## src/rtl/demux_pkg.sv

```systemverilog
// Shared constants and types for the registered 1-to-8 demultiplexer.
// Output count and select width are fixed by the routing topology.
package demux_pkg;

    localparam int DEMUX_N_OUT = 8;
    localparam int DEMUX_SEL_W = 3;

    typedef logic [DEMUX_SEL_W-1:0] demux_sel_t;
    typedef logic [DEMUX_N_OUT-1:0] demux_onehot_t;

endpackage : demux_pkg

```

## src/rtl/decoder_3to8.sv

```systemverilog
// Combinational 3-to-8 decoder with enable: bit 'sel' carries 'en', all others are 0.
module decoder_3to8
    import demux_pkg::*;
(
    input  logic          en,
    input  demux_sel_t    sel,
    output demux_onehot_t onehot
);

    always_comb begin
        onehot      = '0;
        onehot[sel] = en;
    end

endmodule : decoder_3to8

```

## src/rtl/demultiplexer_1to8.sv

```systemverilog
// Registered 1-to-8 demultiplexer: routes den to dout_<sel>, all other outputs 0.
// Outputs come straight from flops so downstream consumers never see decode glitches.
module demultiplexer_1to8
    import demux_pkg::*;
(
    input  logic       clk,
    input  logic       rst_n,
    input  logic       den,
    input  logic [2:0] sel,
    output logic       dout_0,
    output logic       dout_1,
    output logic       dout_2,
    output logic       dout_3,
    output logic       dout_4,
    output logic       dout_5,
    output logic       dout_6,
    output logic       dout_7
);

    demux_onehot_t onehot;
    demux_onehot_t dout_d;
    demux_onehot_t dout_q;

    decoder_3to8 u_decoder (
        .en     (den),
        .sel    (sel),
        .onehot (onehot)
    );

    always_comb begin
        dout_d = onehot;
    end

    always_ff @(posedge clk or negedge rst_n) begin
        if (!rst_n) begin
            dout_q <= '0;
        end else begin
            dout_q <= dout_d;
        end
    end

    assign dout_0 = dout_q[0];
    assign dout_1 = dout_q[1];
    assign dout_2 = dout_q[2];
    assign dout_3 = dout_q[3];
    assign dout_4 = dout_q[4];
    assign dout_5 = dout_q[5];
    assign dout_6 = dout_q[6];
    assign dout_7 = dout_q[7];

endmodule : demultiplexer_1to8

```

## config.mk

```make
export PLATFORM = sky130hd
export DESIGN_NAME = demultiplexer_1to8
export DESIGN_NICKNAME = d
export VERILOG_FILES = /design/src/rtl/demux_pkg.sv /design/src/rtl/decoder_3to8.sv /design/src/rtl/demultiplexer_1to8.sv
export SDC_FILE = /design/constraint.sdc
export NUM_CORES = 1
export LEC_CHECK = 0
export ABC_AREA = 1
export BUFFER_PORTS_ARGS = -buffer_cell sky130_fd_sc_hd__buf_4
export CORE_AREA = 2 2 39 41
export DETAILED_ROUTE_END_ITERATION = 10
export DIE_AREA = 0 0 41 43
export HOLD_SLACK_MARGIN = 0.08
export MAX_ROUTING_LAYER = met4
export PLACE_DENSITY = 0.44
export SYNTH_ARGS = -nofsm -noshare
export SYNTH_HDL_FRONTEND = slang
export SYNTH_SLANG_ARGS = --single-unit
```

## constraint.sdc

```tcl
create_clock -name clk -period 1.1 [get_ports clk]
set_clock_uncertainty 0.2 [all_clocks]
set_input_delay 0.22 -clock clk [delete_from_list [all_inputs] [get_ports clk]]
set_output_delay 0.22 -clock clk [all_outputs]
set_load 0.01 [all_outputs]
```

==> impl_metrics.tcl <==
set metrics [dict create \
    result_of_the_run "finished with violations" \
    violations "negative setup slack" \
    synth.cell_area_sq_um 264 \
    crit_slowest_cell "dfrtp_1" \
    synth-seq-area-share_pct 75.8 \
    antenna_violations_before_repair 0 \
    vias_in_the_first_global_route 232 \
    drive_above_1_share_pct 38.6 \
    vias 222 \
    global_route.usage.total_pct 7.72 \
    die_width_um 41 \
    cp-start-kind "register" \
    hold_path_end "dout_q[5]" \
    cp_data_required_time_ns 0.68 \
    crit_path_max_incr_delay_ns 0.37 \
    post_cts.repair.setup_buffers 0 \
    globalRouteOverflowTotal 0 \
    setup.worst_path.class "register to output pin" \
    max-vdd-ir-drop_mv 0.341 \
    cts_made_buffers 3 \
    critical_path.max_fanout 1 \
    setup-violations-final 8 \
    first_pass_iters 4 \
    critical_path_cell_list "buf_6" \
    syn-mean-instance-area_sq_um 10.6 \
    fill_cells 147 \
    io_count 14 \
    drtAntennaViolNets 0 \
    cts_tree "done" \
    chipHeight_um 43 \
    drtIter0Drc 4 \
    routed_wire_length_per_instance_um 7.77 \
    pwr_density_cell_nw_per_um2 1250 \
    grt_setup_unrepaired "true" \
    cts_num_sinks 8 \
    stdcell_area_sq_um 467 \
    net_count_synth 31 \
    place_worst_setup_slack_ns 0.202 \
    area_growth_syn_to_layout_pct 76.8 \
    final_cell_mix "nor2_1, dfrtp_1, buf_6" \
    routed_via_density 3.70 \
    htree_num_levels 1 \
    n_antenna_cell 0 \
    clock.fmax_mhz 866 \
    finish.cell_count_without_fillers 60 \
    hold-path-cell-count 3 \
    setup_tns_ns -0.379 \
    period_needed_ns 1.15 \
    maximum_number_of_pins_on_one_net_before_global_route_repair 9 \
    critical_path.top_delay_family "flip-flops" \
    path_buf_inv 1 \
    fin_nets 52 \
    top_register "dout_q" \
    gp_congestion 0.749 \
    post-place-cells 54 \
    synth.distinct_cells 4 \
    hold_class "primary input to register" \
    synthCells 25 \
    number_of_hold_violations_in_the_final_report 0 \
    finalWorstSetupSlack_ns -0.0546 \
    crit_path_end_kind "output pin" \
    multi_input_area_sq_um 52.6 \
    grt_pass1_wl_um 800 \
    tightestPinTransition_ns 0.132 \
    arrival_time_at_the_worst_endpoint_ns 0.73 \
    cts-root-to-sink-buffers 2 \
    leakagePower_nw 0.257 \
    period_share_pct 105 \
    finalWirelength_um 466 \
    port-buffer-count 13 \
    maxCapViolations 0 \
    yosys_warnings 0 \
    ctsRootBufferMaster "clkbuf_4" \
    placement_rows 14 \
    worst_hold_startpoint "sel[2]" \
    fin_total_pwr_uw 582 \
    initial_utilization_pct 19.1 \
    die_area_sq_um 1760 \
    seq_area_sq_um 200 \
    timing.final.max_slew_violations 0 \
    drc_violation_count_after_routing 0 \
    slew_headroom_pct 91.1 \
    largest_reg_flops 8 \
    area_inside_the_core_boundary_sq_um 1380 \
    largest_registers "dout_q (8)" \
    detailed_place.area_sq_um 382 \
    seq_cells_post_synth 8 \
    cts_hold_buffers 3 \
    clock_pin_slew_of_the_registers_on_the_worst_case_setup_and_hold_paths_ns 0.05 \
]
layer usage:
layer	vias up	wire length, um	track usage [%]
li1	111	-	-
met2	11	240	10.0
met1	98	169	7.07
met5	-	0	-
met3	2	41	1.57
met4	0	14	12.0
power breakdown:
group | switching [mW] | leakage, nW | total [mW] | internal, mW
registers | 0.00318 | 0.110 | 0.306 | 0.302
clock network | 0.0861 | 0.0138 | 0.210 | 0.124
logic | 0.0286 | 0.133 | 0.0661 | 0.0374
cell families (layout without fill, tap and decap cells):
logic type,count (synthesis),count (layout),share of synthesized area (%)
buffers and inverters,3,22,4.27
DFF,8,8,75.8
and+or+nand+nor,14,14,19.9
metrics by stage:
stage,util [%],hold WS [ns]
3_3_place_gp,27.6,-0.162
3_5_place_dp,27.6,-0.161
4_1_cts,33.5,0.0359
2_1_floorplan,-,-0.276
5_1_grt,33.7,0.0481
6_report,33.7,0.0469
cell usage after synthesis, drive strengths merged:
cell type  count  area, sq um
dfrtp          8          200
inv            3         11.3
nand2          6         22.5
nor2           8         30.0
repair_timing:
item	CTS	global route
pin swaps	0	1
endpoints found under the setup margin	8	14
hold endpoints to repair	16	4
resized for setup	8	2
cell type report:
type | count | share of cell area (%)
Clock buffer | 3 | 4.83
Inverter | 3 | 2.41
Multi-Input combinational cell | 14 | 11.3
Sequential cell | 8 | 42.9
Tap cell | 16 | 4.29
Timing Repair Buffer | 16 | 34.3
tightest hold or removal path: cells and delay by family:
kind	cells	cell delay, ns
buffers and inverters	1	0.12
AND/OR/NAND/NOR	2	0.12
how the worst max path moves through the flow:
stage | start | to | slack, ns | cells past startpoint
after global routing | dout_q[1] | dout_1 | -0.08 | 1
after detailed placement | dout_q[7] | dout_7 | 0.20 | 1
after CTS | dout_q[7] | dout_7 | -0.07 | 1
after global placement | dout_q[6] | dout_6 | 0.20 | 1
after floorplan | dout_q[0] | dout_0 | 0.30 | 0
final | dout_q[1] | dout_1 | -0.05 | 1
Power figures use the tool's default switching activity.
